==> src/rtl/mult_seq_rom_ram.sv <==
// Sequential shift-add multiplier: two operands come from a fixed ROM, and the product goes into a RAM.
// Define SIGNED_MODE_EN to treat the operands as two's complement. The default build is unsigned.
module mult_seq_rom_ram #(
    parameter int WIDTH = 4,
    parameter int AW    = 3
) (
    input  logic                 i_clk,
    input  logic                 i_rst,
    input  logic                 i_start,
    input  logic [AW-1:0]        i_adr1,
    input  logic [AW-1:0]        i_adr2,
    input  logic [AW-1:0]        i_adr_ram,
    input  logic [AW-1:0]        i_rd_adr,
    output logic [2*WIDTH-1:0]   o_result,
    output logic                 o_busy,
    output logic                 o_done,
    output logic [2:0]           o_st_out
);
    localparam int PW = 2 * WIDTH;
    localparam int CW = $clog2(WIDTH + 1);

    typedef enum logic [2:0] {
        S_IDLE  = 3'd0,
        S_LOAD  = 3'd1,
        S_MULT  = 3'd2,
        S_WRITE = 3'd3,
        S_DONE  = 3'd4
    } state_t;

    state_t               r_state, w_next;
    logic [AW-1:0]        r_adr1, r_adr2, r_adr_ram;
    logic [PW-1:0]        r_a, r_acc, r_result;
    logic [WIDTH-1:0]     r_b;
    logic [CW-1:0]        r_cnt;
    logic [PW-1:0]        r_ram [2**AW] = '{default: '0};

    logic [WIDTH-1:0]     w_rom1, w_rom2;
    logic [PW-1:0]        w_a_ext;
    logic                 w_last, w_sub;

    function automatic logic [WIDTH-1:0] rom_rd(input logic [AW-1:0] a);
        logic [AW+WIDTH:0] t;
        t = (AW+WIDTH+1)'(a) + (AW+WIDTH+1)'(1);
        return t[WIDTH-1:0];
    endfunction

    assign w_rom1 = rom_rd(r_adr1);
    assign w_rom2 = rom_rd(r_adr2);
    assign w_last = (r_cnt == CW'(WIDTH - 1));

`ifdef SIGNED_MODE_EN
    // The final iteration weighs the multiplier's sign bit by -2^(WIDTH-1).
    assign w_a_ext = {{WIDTH{w_rom1[WIDTH-1]}}, w_rom1};
    assign w_sub   = w_last;
`else
    assign w_a_ext = {{WIDTH{1'b0}}, w_rom1};
    assign w_sub   = 1'b0;
`endif

    always_ff @(posedge i_clk or negedge i_rst) begin
        if (!i_rst) r_state <= S_IDLE;
        else        r_state <= w_next;
    end

    always_comb begin
        w_next = S_IDLE;
        case (r_state)
            S_IDLE:  w_next = i_start ? S_LOAD : S_IDLE;
            S_LOAD:  w_next = S_MULT;
            S_MULT:  w_next = w_last ? S_WRITE : S_MULT;
            S_WRITE: w_next = S_DONE;
            S_DONE:  w_next = S_IDLE;
            default: w_next = S_IDLE;
        endcase
    end

    always_ff @(posedge i_clk or negedge i_rst) begin
        if (!i_rst) begin
            r_adr1    <= '0;
            r_adr2    <= '0;
            r_adr_ram <= '0;
            r_a       <= '0;
            r_b       <= '0;
            r_acc     <= '0;
            r_cnt     <= '0;
        end else begin
            case (r_state)
                S_IDLE: if (i_start) begin
                    r_adr1    <= i_adr1;
                    r_adr2    <= i_adr2;
                    r_adr_ram <= i_adr_ram;
                end
                S_LOAD: begin
                    r_a   <= w_a_ext;
                    r_b   <= w_rom2;
                    r_acc <= '0;
                    r_cnt <= '0;
                end
                S_MULT: begin
                    if (r_b[0]) r_acc <= w_sub ? (r_acc - r_a) : (r_acc + r_a);
                    r_a   <= r_a << 1;
                    r_b   <= r_b >> 1;
                    r_cnt <= r_cnt + CW'(1);
                end
                default: ;
            endcase
        end
    end

    // The RAM has no reset. Contents survive reset, and an aborted operation never reaches WRITE.
    always_ff @(posedge i_clk) begin
        if (r_state == S_WRITE) r_ram[r_adr_ram] <= r_acc;
    end

    always_ff @(posedge i_clk or negedge i_rst) begin
        if (!i_rst) r_result <= '0;
        else        r_result <= r_ram[i_rd_adr];
    end

    assign o_result = r_result;
    assign o_st_out = r_state;
    assign o_busy   = (r_state != S_IDLE);
    assign o_done   = (r_state == S_DONE);
endmodule

==> config.mk <==
export PLATFORM = sky130hd
export DESIGN_NAME = mult_seq_rom_ram
export DESIGN_NICKNAME = d
export VERILOG_FILES = /design/src/rtl/mult_seq_rom_ram.sv
export SDC_FILE = /design/constraint.sdc
export NUM_CORES = 1
export LEC_CHECK = 0
export BUFFER_PORTS_ARGS = -buffer_cell sky130_fd_sc_hd__buf_2
export CORE_MARGIN = 3
export CORE_UTILIZATION = 25
export CTS_BUF_LIST = sky130_fd_sc_hd__clkbuf_2
export DETAILED_ROUTE_END_ITERATION = 6
export GPL_ROUTABILITY_DRIVEN = 0
export PLACE_DENSITY = 0.46
export SYNTH_ARGS = -nofsm -noshare
export SYNTH_HDL_FRONTEND = slang
export SYNTH_SLANG_ARGS = --single-unit
==> constraint.sdc <==
create_clock -name i_clk -period 2.55 [get_ports i_clk]
set_clock_uncertainty 0.1 [all_clocks]
set_input_delay 0.1275 -clock i_clk [delete_from_list [all_inputs] [get_ports i_clk]]
set_output_delay 0.1275 -clock i_clk [all_outputs]
set_load 0.05 [all_outputs]
==> metrics.md, run 1 <==
| Metric | Value |
|---|---|
| Status | `finished clean` |
| Synth top area cells | `edfxtp_1, dfrtp_1, mux4_2` |
| Nets | `363` |
| Filler instances | `1697` |
| Dpl hpwl | `5.914 mm` |
| Vias in the first global route | `2536` |
| Fin area | `0.005205 sq mm` |
| Mapped Nets | `296` |
| Dpl ws | `0.2877 ns` |
| Routed len/inst | `16.20 um` |
| Worst-path clk slew | `0.30 ns` |
| Die X | `138.3 um` |
| Routed vias/inst | `4.455` |
| Unrepaired setup endpoints after global routing | `no` |
| Area grow syn2layout | `18.89%` |
| Layout Cells excl Fill | `561` |
| CTS Root Cell | `clkbuf_2` |
| Via Count | `2499` |
| Yosys warning total | `0` |
| Clk buf depth | `2` |
| Worst slew margin | `58.63%` |
| Crit share post-route | `93.62%` |
| Period minus WS final | `2.387 ns` |
| Starting density of the core | `25.94%` |
| Routed Antenna Nets | `0` |
| EDFF count, synth | `64` |
| FF-to-FF path depth | `4` |
| Row count | `47` |
| #FFs+latches synth | `107` |
| Die area | `0.01914 sq mm` |
| CP startpoint kind | `flop` |
| Max VDD drop | `0.6414 mV` |
| Slew @ Worst Pin | `0.6206 ns` |
| IO Port Bufs | `27` |
| # IOs | `28` |
| Top cells by count, synth | `edfxtp_1, dfrtp_1, nor2_1, mux2_2, nand2_1` |
| FMAX | `418.9 MHz` |
| TritonCTS clock tree | `yes` |
| Worst reg-to-reg setup slack | `0.16 ns` |
| Critical path class | `reg -> reg` |
| Hold WC Path Type | `in -> reg` |
| Reg2reg end | `r_adr_ram[2]` |
| Post-DP Area | `0.004861 sq mm` |
| Yosys cell types | `41` |
| Hold path start | `i_rd_adr[1]` |
| Async SR Flop Fraction | `40.19%` |
| Initial antenna violation count | `0` |
| Final setup TNS | `0 ns` |
| Fraction of layout cells with a size suffix above 1 | `27.57%` |
| Leakage | `2.007 nW` |
| Largest net degree at the start of global routing | `29` |
| Worst-path fanout max | `10` |
| Post-synth top area share | `43.90%` |
| Placed Cells | `522` |
| WHS Endpoint | `o_result[4]` |
| Main synth FF type | `edfxtp_1` |
| Post-Syn Area | `0.004378 sq mm` |
| # DRC | `0` |
| Core ar. | `0.01688 sq mm` |
| Max-cap violations | `0` |
| Most frequent cell after synthesis | `edfxtp_1` |
| Clock sinks | `107` |
| GRT overflow | `0` |
| DRT iter0 DRCs | `159` |
| WP data arrival | `2.79 ns` |
| Final hold violation count | `0` |
| H-tree depth | `3` |
| Inserted Diodes | `0` |
| Power density over the cells | `961.2 mW/mm^2` |
| Num CTS Buffers | `9` |
| First-pass GRT wire length | `14.47 mm` |
| Cells after Synth | `269` |
| Fin worst setup slack | `0.1626 ns` |
| Fin. max-slew vios | `0` |
| Post-CTS setup buffer count | `0` |
| Worst r2r src | `o_st_out[1]` |
| Mean Syn Cell Area | `16.27 sq um` |
| Sequential cell area fraction in the yosys report | `68.48%` |
| Chip Height | `138.3 um` |
| Synth area leader | `edfxtp_1` |
| Setup-failing EPs final | `0` |
| Clock latency on the worst-skew pair | `0.58 ns` |
| Required @ worst endpoint | `2.96 ns` |
| Routed WL | `9.086 mm` |
| First-pass DRT Iterations | `4` |
| CP Capture Type | `flop` |
| Gr usage total | `9.835%` |
| Hold path cells | `3` |
[state kept, by name, indices dropped and copies added (netlist names)]
name,flops
r_adr1,3
r_b,4
r_acc,8
r_a,8
o_st_out,3
r_ram,64
r_adr2,3
r_adr_ram,3
o_result,8
r_cnt,3
[power by group]
part | internal, W | leakage, nW | switching (W) | total, W
combinational | 0.000756 | 0.818 | 0.000880 | 0.00164
sequential | 0.00227 | 1.13 | 0.000373 | 0.00264
clock | 0.000146 | 0.0623 | 0.000580 | 0.000726
total | 0.00317 | 2.01 | 0.00183 | 0.00500
[worst max-delay path by stage]
stage               cells after the start  slack (ns)           end         from
global route                            4        0.02  r_adr_ram[2]  o_st_out[1]
floorplan                               3        0.30     r_adr1[0]  o_st_out[1]
CTS                                     4        0.01     r_adr1[1]  o_st_out[1]
finish                                  4        0.16  r_adr_ram[2]  o_st_out[1]
detailed placement                      6        0.29      r_acc[7]     r_acc[1]
global placement                        7        0.34      r_acc[6]     r_acc[0]
[layout make-up]
| cell class | instances | area [sq um] | share of cell area (%) |
|---|---|---|---|
| clock buffers | 10 | 50.05 | 0.9615 |
| multi-input cells | 150 | 1338 | 25.70 |
| well taps | 220 | 275.3 | 5.288 |
| repair buffers | 64 | 480.5 | 9.231 |
| flip-flops and latches | 107 | 2998 | 57.60 |
| clock inverters | 6 | 48.80 | 0.9375 |
| inverters | 4 | 15.01 | 0.2885 |
[worst max-delay path: stages (launching register included)]
cell           delay [ns]
dfrtp_1              0.54
or3_1                0.46
nor2_4               0.28
mux2_2               0.37
dlygate4sd3_1        0.56
[placed cells by master (no fill, tap or decap), types with 3 or more instances in the layout]
cell / count
a21o_1: 4
a21oi_1: 6
a22o_1: 6
buf_2: 27
buf_4: 14
clkbuf_2: 10
dfrtp_1: 43
dlygate4sd3_1: 22
edfxtp_1: 64
ha_1: 11
inv_1: 4
mux2_2: 17
mux4_2: 16
nand2_1: 17
nand2b_1: 4
nor2_1: 19
nor3_1: 4
nor3b_1: 5
o21ai_0: 9
o22ai_1: 3
xnor2_1: 4
[cells by family after synthesis]
family,Yosys count,share of synthesized area [%]
and+or+nand+nor,61,6.974
DFF,107,68.48
xor gates and xnor gates,6,1.200
adders and majority gates,12,3.601
muxes,35,13.06
buffers and inverters,12,1.086
AOI/OAI and AO/OA,36,5.602
[metrics by stage]
stage / hold slack [ns] / util, % / power [W]
6_report: 0.08593 / 30.84 / 0.005003
5_1_grt: 0.03377 / 30.84 / 0.005373
4_1_cts: 0.05293 / 30.81 / 0.005060
3_5_place_dp: 0.1317 / 28.80 / 0.004184
3_3_place_gp: 0.1252 / 28.80 / 0.004156
2_1_floorplan: -0.2681 / - / 0.003679
[routing by layer]
metal	vias to the layer above	part of all wire, %	GRT usage [%]
li1	1165	-	-
met1	1289	47	12.70
met2	35	49	16.24
met3	10	2.8	2.693
met4	0	1.3	2.964
met5	-	0	0
[what timing repair did]
item,in CTS,in global routing
endpoints found under the hold margin,61,0
resized for setup,0,1
hold buffers,23,0
endpoints found under the setup margin,0,9
Note: power is estimated with default switching activity, not from simulation.
==> run 2: changes to the inputs <==
- RECOVER_POWER: default -> 25
==> metrics.md, run 2 (synthesis results as in run 1) <==
| Metric | Value |
|---|---|
| Status | `finished clean` |
| Final setup TNS | `0 ns (unchanged)` |
| Inserted Diodes | `0 (unchanged)` |
| Die X | `138.3 um (unchanged)` |
| Largest net degree at the start of global routing | `29 (unchanged)` |
| Max-cap violations | `0 (unchanged)` |
| Fin. max-slew vios | `0 (unchanged)` |
| Reg2reg end | `r_adr_ram[2]` |
| Unrepaired setup endpoints after global routing | `no` |
| Chip Height | `138.3 um (unchanged)` |
| Core ar. | `0.01688 sq mm (unchanged)` |
| Hold_ws | `0.08581 ns (-0.0001219 ns)` |
| Final core utilization | `30.74% (-0.096 points)` |
| Vias in the first global route | `2536 (unchanged)` |
| Worst reg-to-reg setup slack | `0.16 ns (about the same)` |
| Area grow syn2layout | `18.52%` |
| Routed vias/inst | `4.455 (unchanged)` |
| Leakage | `2.000 nW (-0.32%)` |
| Required @ worst endpoint | `2.96 ns (about the same)` |
| Final hold violation count | `0 (unchanged)` |
| Dpl ws | `0.2877 ns (unchanged)` |
| Leading cell type in the layout, fill and taps excluded | `edfxtp_1` |
| First-pass DRT Iterations | `4 (unchanged)` |
| Crit share post-route | `93.62% (about the same)` |
| CTS Root Cell | `clkbuf_2` |
| Initial antenna violation count | `0 (unchanged)` |
| TritonCTS clock tree | `yes` |
| Filler instances | `1699 (+0.12%)` |
| Crit path launch | `o_st_out[1]` |
| Nets | `363 (unchanged)` |
| Die area | `0.01914 sq mm (unchanged)` |
| IO Port Bufs | `27 (unchanged)` |
| Total power | `0.004999 W (about the same)` |
| Starting density of the core | `25.94% (unchanged)` |
| Clock latency on the worst-skew pair | `0.58 ns (about the same)` |
| Post-CTS setup buffer count | `0 (unchanged)` |
| Hold WC Path Type | `in -> reg` |
| Power density over the cells | `963.4 mW/mm^2 (+0.23%)` |
| Critical path class | `reg -> reg` |
| Num CTS Buffers | `9 (unchanged)` |
| Multi-input gate area | `0.001338 sq mm (unchanged)` |
| WP data arrival | `2.79 ns (about the same)` |
| CP Capture Type | `flop` |
| Setup crit end | `r_adr_ram[2]` |
| Worst-path clk slew | `0.30 ns (about the same)` |
| Most flops, register | `r_ram` |
| Fraction of layout cells with a size suffix above 1 | `26.39% (-1.2 points)` |
| Setup-failing EPs final | `0 (unchanged)` |
| Dpl hpwl | `5.914 mm (unchanged)` |
| FF+latch area | `0.002998 sq mm (unchanged)` |
| Routed WL | `9.073 mm (-0.14%)` |
| Period minus WS final | `2.387 ns (-0.00003200 ns)` |
| H-tree depth | `3 (unchanged)` |
| Max reg flops | `64 (unchanged)` |
| GRT overflow | `0 (unchanged)` |
| # IOs | `28 (unchanged)` |
| Routed len/inst | `16.17 um (-0.14%)` |
| Slew @ Worst Pin | `1.426 ns (+0.8051 ns)` |
| FMAX | `418.9 MHz (about the same)` |
| Via Count | `2499 (unchanged)` |
| Fin worst setup slack | `0.1626 ns (+0.00003200 ns)` |
| Gr usage total | `9.835% (unchanged)` |
| Worst-path fanout max | `10 (unchanged)` |
| Worst slew margin | `4.951% (-54 points)` |
| Clk buf depth | `2 (unchanged)` |
| Clock sinks | `107 (unchanged)` |
| Row count | `47 (unchanged)` |
| Worst r2r src | `o_st_out[1]` |
| CP startpoint kind | `flop` |
| First-pass GRT wire length | `14.47 mm (unchanged)` |
| Max VDD drop | `0.6414 mV (about the same)` |
| # DRC | `0 (unchanged)` |
| Routed Antenna Nets | `0 (unchanged)` |
| FF-to-FF path depth | `4 (unchanged)` |
| DRT iter0 DRCs | `156 (-1.9%)` |
| Most frequent cells in the layout | `edfxtp_1, dfrtp_1, buf_2` |
## run 2: changes by cell type in the layout (fill, tap and decap cells not counted)
cell            before  now
buf_4               14   12
buf_12               1    0
dlymetal6s4s_1       0    1
buf_2               27   26
clkbuf_1             0    3
## run 2: worst max-delay path, cell delays in order (launching register included)
cell           delay, ns
dfrtp_1             0.54
or3_1               0.46
nor2_4              0.28
mux2_2              0.37
dlygate4sd3_1       0.56
## run 2: repair_timing
item	in CTS	in global routing
gates resized for setup	0	1
setup endpoints to repair	0	9
hold buffers	23	0
hold endpoints to repair	61	0
## run 2: how the worst min path moves through the flow
stage	from	to	slack [ns]	cells after the start
3_3_place_gp	i_rst	o_result[6]	0.13	1
2_1_floorplan	i_rst	o_result[0]	-0.27	0
3_5_place_dp	i_rst	o_result[6]	0.13	1
4_1_cts	i_rd_adr[1]	o_result[4]	0.05	3
5_1_grt	i_rd_adr[1]	o_result[6]	0.03	3
6_report	i_rd_adr[1]	o_result[4]	0.09	3
## run 2: metal layers
layer	wire (um)	global-route usage [%]	vias to the layer above	part of all wire, %
met2	4415	16.24	35	49
met3	254	2.693	10	2.8
met4	121	2.964	0	1.3
met1	4282	12.70	1289	47
li1	-	-	1165	-
met5	0	0	-	0
## run 2: per-stage QoR
step                      cell area [sq um]  std cells
after floorplan                        4378        269
after global placement                 4861        522
after detailed placement               4861        522
after CTS                              5200        561
after global routing                   5189        561
final                                  5189        561
## run 2: final cells by class
type,instances,share of cell area (%)
repair buffers,64,8.946
inverters,4,0.2894
flip-flops and latches,107,57.78
well taps,220,5.305
clock inverters,6,0.9404
clock buffers,10,0.9646
multi-input cells,150,25.78
## run 2: power by group
part	leakage (nW)	internal, W	total [W]	switching, W
clock	0.0623	0.000146	0.000727	0.000580
sequential	1.13	0.00227	0.00264	0.000372
combinational	0.812	0.000753	0.00163	0.000879
==> run 3: changes to the inputs <==
- CORE_UTILIZATION: 25 -> 45
- PLACE_DENSITY: 0.46 -> 0.68
==> metrics.md, run 3 (synthesis results as in run 1) <==
| Metric | Value |
|---|---|
| Required @ worst endpoint | `2.94 ns (-0.02 ns)` |
| Worst-path clk slew | `0.30 ns (about the same)` |
| Initial antenna violation count | `0 (unchanged)` |
| FMAX | `423.4 MHz (+1.1%)` |
| Core ar. | `0.009328 sq mm (-45%)` |
| Worst r2r src | `o_st_out[0]` |
| Setup-failing EPs final | `0 (unchanged)` |
| Vias in the first global route | `2555 (+0.75%)` |
| Routed WL | `7.991 mm (-12%)` |
| H-tree depth | `3 (unchanged)` |
| Most flops, register | `r_ram` |
| Crit share post-route | `92.61% (-1.0 points)` |
| Area grow syn2layout | `16.40%` |
| Filler instances | `751 (-56%)` |
| Most frequent cells in the layout | `edfxtp_1, dfrtp_1, buf_2` |
| WHS Endpoint | `o_result[4]` |
| Max reg flops | `64 (unchanged)` |
| Unrepaired setup endpoints after global routing | `no` |
| Routed vias/inst | `5.254 (+18%)` |
| First-pass DRT Iterations | `5 (+1)` |
| Hold_ws | `0.07386 ns (-0.01195 ns)` |
| TritonCTS clock tree | `yes` |
| Comb power frac | `31.2% (-1.4 points)` |
| Clock sinks | `107 (unchanged)` |
| Reg2reg end | `r_adr_ram[1]` |
| WP data arrival | `2.76 ns (-0.03 ns)` |
| CP startpoint kind | `flop` |
| Post-DP Area | `0.004717 sq mm (-3.0%)` |
| Fin worst setup slack | `0.1884 ns (+0.02574 ns)` |
| Largest net degree at the start of global routing | `44 (+52%)` |
| NetSw | `0.001807 W (-1.4%)` |
| Slew @ Worst Pin | `1.026 ns (-0.3996 ns)` |
| Nets | `357 (-1.7%)` |
| Period minus WS final | `2.362 ns (-0.02574 ns)` |
| Clock share of power | `18.1% (+3.6 points)` |
| Chip Height | `104.6 um (-24%)` |
| GRT overflow | `0 (unchanged)` |
| Final hold violation count | `0 (unchanged)` |
| Leading cell type in the layout, fill and taps excluded | `edfxtp_1` |
| Max-cap violations | `0 (unchanged)` |
| CTS Root Cell | `clkbuf_2` |
| # IOs | `28 (unchanged)` |
| Starting density of the core | `46.93% (+21 points)` |
| Via Count | `2438 (-2.4%)` |
| Worst slew margin | `31.59% (+27 points)` |
| Clock latency on the worst-skew pair | `0.57 ns (about the same)` |
| Final setup TNS | `0 ns (unchanged)` |
| Inserted Diodes | `0 (unchanged)` |
| IO Port Bufs | `27 (unchanged)` |
| Routed Antenna Nets | `0 (unchanged)` |
| Die X | `104.6 um (-24%)` |
| Power density over the cells | `1014 mW/mm^2 (+5.2%)` |
| Leakage | `2.005 nW (+0.22%)` |
| Gr usage total | `16.10% (+6.3 points)` |
| Num CTS Buffers | `9 (unchanged)` |
| Worst reg-to-reg setup slack | `0.19 ns (+0.03 ns)` |
| Fraction of layout cells with a size suffix above 1 | `26.57% (+0.17 points)` |
| Routed len/inst | `17.22 um (+6.5%)` |
| Dpl ws | `0.3316 ns (+0.04382 ns)` |
| Row count | `35 (-26%)` |
| FF-to-FF path depth | `4 (unchanged)` |
| Dpl hpwl | `5.066 mm (-14%)` |
| Sw Ratio | `34.98% (-1.7 points)` |
| Fin. max-slew vios | `0 (unchanged)` |
| # DRC | `0 (unchanged)` |
| Hold path start | `i_rd_adr[1]` |
| Die area | `0.01095 sq mm (-43%)` |
| Worst-path fanout max | `10 (unchanged)` |
| Status | `finished clean` |
| Hold WC Path Type | `in -> reg` |
| Hold path cells | `3 (unchanged)` |
| Post-CTS setup buffer count | `0 (unchanged)` |
| First-pass GRT wire length | `13.50 mm (-6.7%)` |
| Clk buf depth | `2 (unchanged)` |
| Critical path class | `reg -> reg` |
| Max VDD drop | `0.5384 mV (-16%)` |
| Internal power consumption | `0.003358 W (+6.0%)` |
| CP Capture Type | `flop` |
| DRT iter0 DRCs | `109 (-30%)` |
| Fin area | `0.005096 sq mm (-1.8%)` |
| Flop pwr share | `50.8% (-2.0 points)` |
-- run 3: changes by cell type in the layout (fill, tap and decap cells not counted), sizes merged --
| cell | before | now |
|---|---|---|
| clkbuf | 13 | 9 |
| bufinv | 0 | 2 |
| clkinvlp | 2 | 0 |
| buf | 38 | 37 |
| clkinv | 1 | 2 |
| dlygate4sd3 | 22 | 21 |
| dlymetal6s4s | 1 | 0 |
-- run 3: critical path, stage by stage, from the launching register on --
cell           delay, ns
dfrtp_1             0.54
or3_1               0.44
nor2_4              0.28
mux2_2              0.37
dlygate4sd3_1       0.55
-- run 3: per-layer routing --
layer | global-route usage (%) | vias to the layer above | routed length, um
li1 | - | 1154 | -
met1 | 19.35 | 1240 | 3349
met2 | 28.78 | 35 | 4275
met3 | 4.077 | 9 | 268
met4 | 4.499 | 0 | 97
met5 | 0 | - | 0
-- run 3: area by class of cell --
cell class                 instances  area, sq um  share of cell area (%)
clock buffer                       9        45.04                  0.8839
clock inverter                     7        118.9                   2.332
inverter                           4        15.01                  0.2946
multi-input combinational        150         1338                   26.25
sequential                       107         2998                   58.83
tap                              129        161.4                   3.167
timing repair buffer              58        420.4                   8.249
-- run 3: per-stage QoR --
stage	utilization, %	instances	total power, W
after detailed placement	50.57	427	0.004133
final	54.63	464	0.005165
after global routing	54.63	464	0.005537
after global placement	50.57	427	0.004078
after floorplan	-	269	0.003679
after CTS	54.58	464	0.005200
-- run 3: power by group through the flow --
stage | sequential (W) | clock [W] | combinational [W]
after floorplan | 0.00266 | 0 | 0.00102
after global placement | 0.00264 | 0 | 0.00144
after detailed placement | 0.00266 | 0 | 0.00147
after CTS | 0.00262 | 0.000965 | 0.00161
after global routing | 0.00269 | 0.00104 | 0.00181
final | 0.00262 | 0.000932 | 0.00161
-- run 3: worst max path at each step --
stage	to	start	depth (start not counted)	slack [ns]
finish	r_adr_ram[1]	o_st_out[0]	4	0.19
global placement	r_acc[7]	r_acc[1]	6	0.39
floorplan	r_adr1[0]	o_st_out[1]	3	0.30
CTS	r_adr_ram[1]	o_st_out[0]	4	0.07
global route	r_adr2[2]	o_st_out[0]	4	0.12
detailed placement	r_acc[7]	r_acc[1]	6	0.33
-- run 3: repair_timing --
item / CTS / global route
hold buffers: 21 / 0
endpoints found under the hold margin: 61 / 0
resized for setup: 0 / 1
setup endpoints to repair: 0 / 9
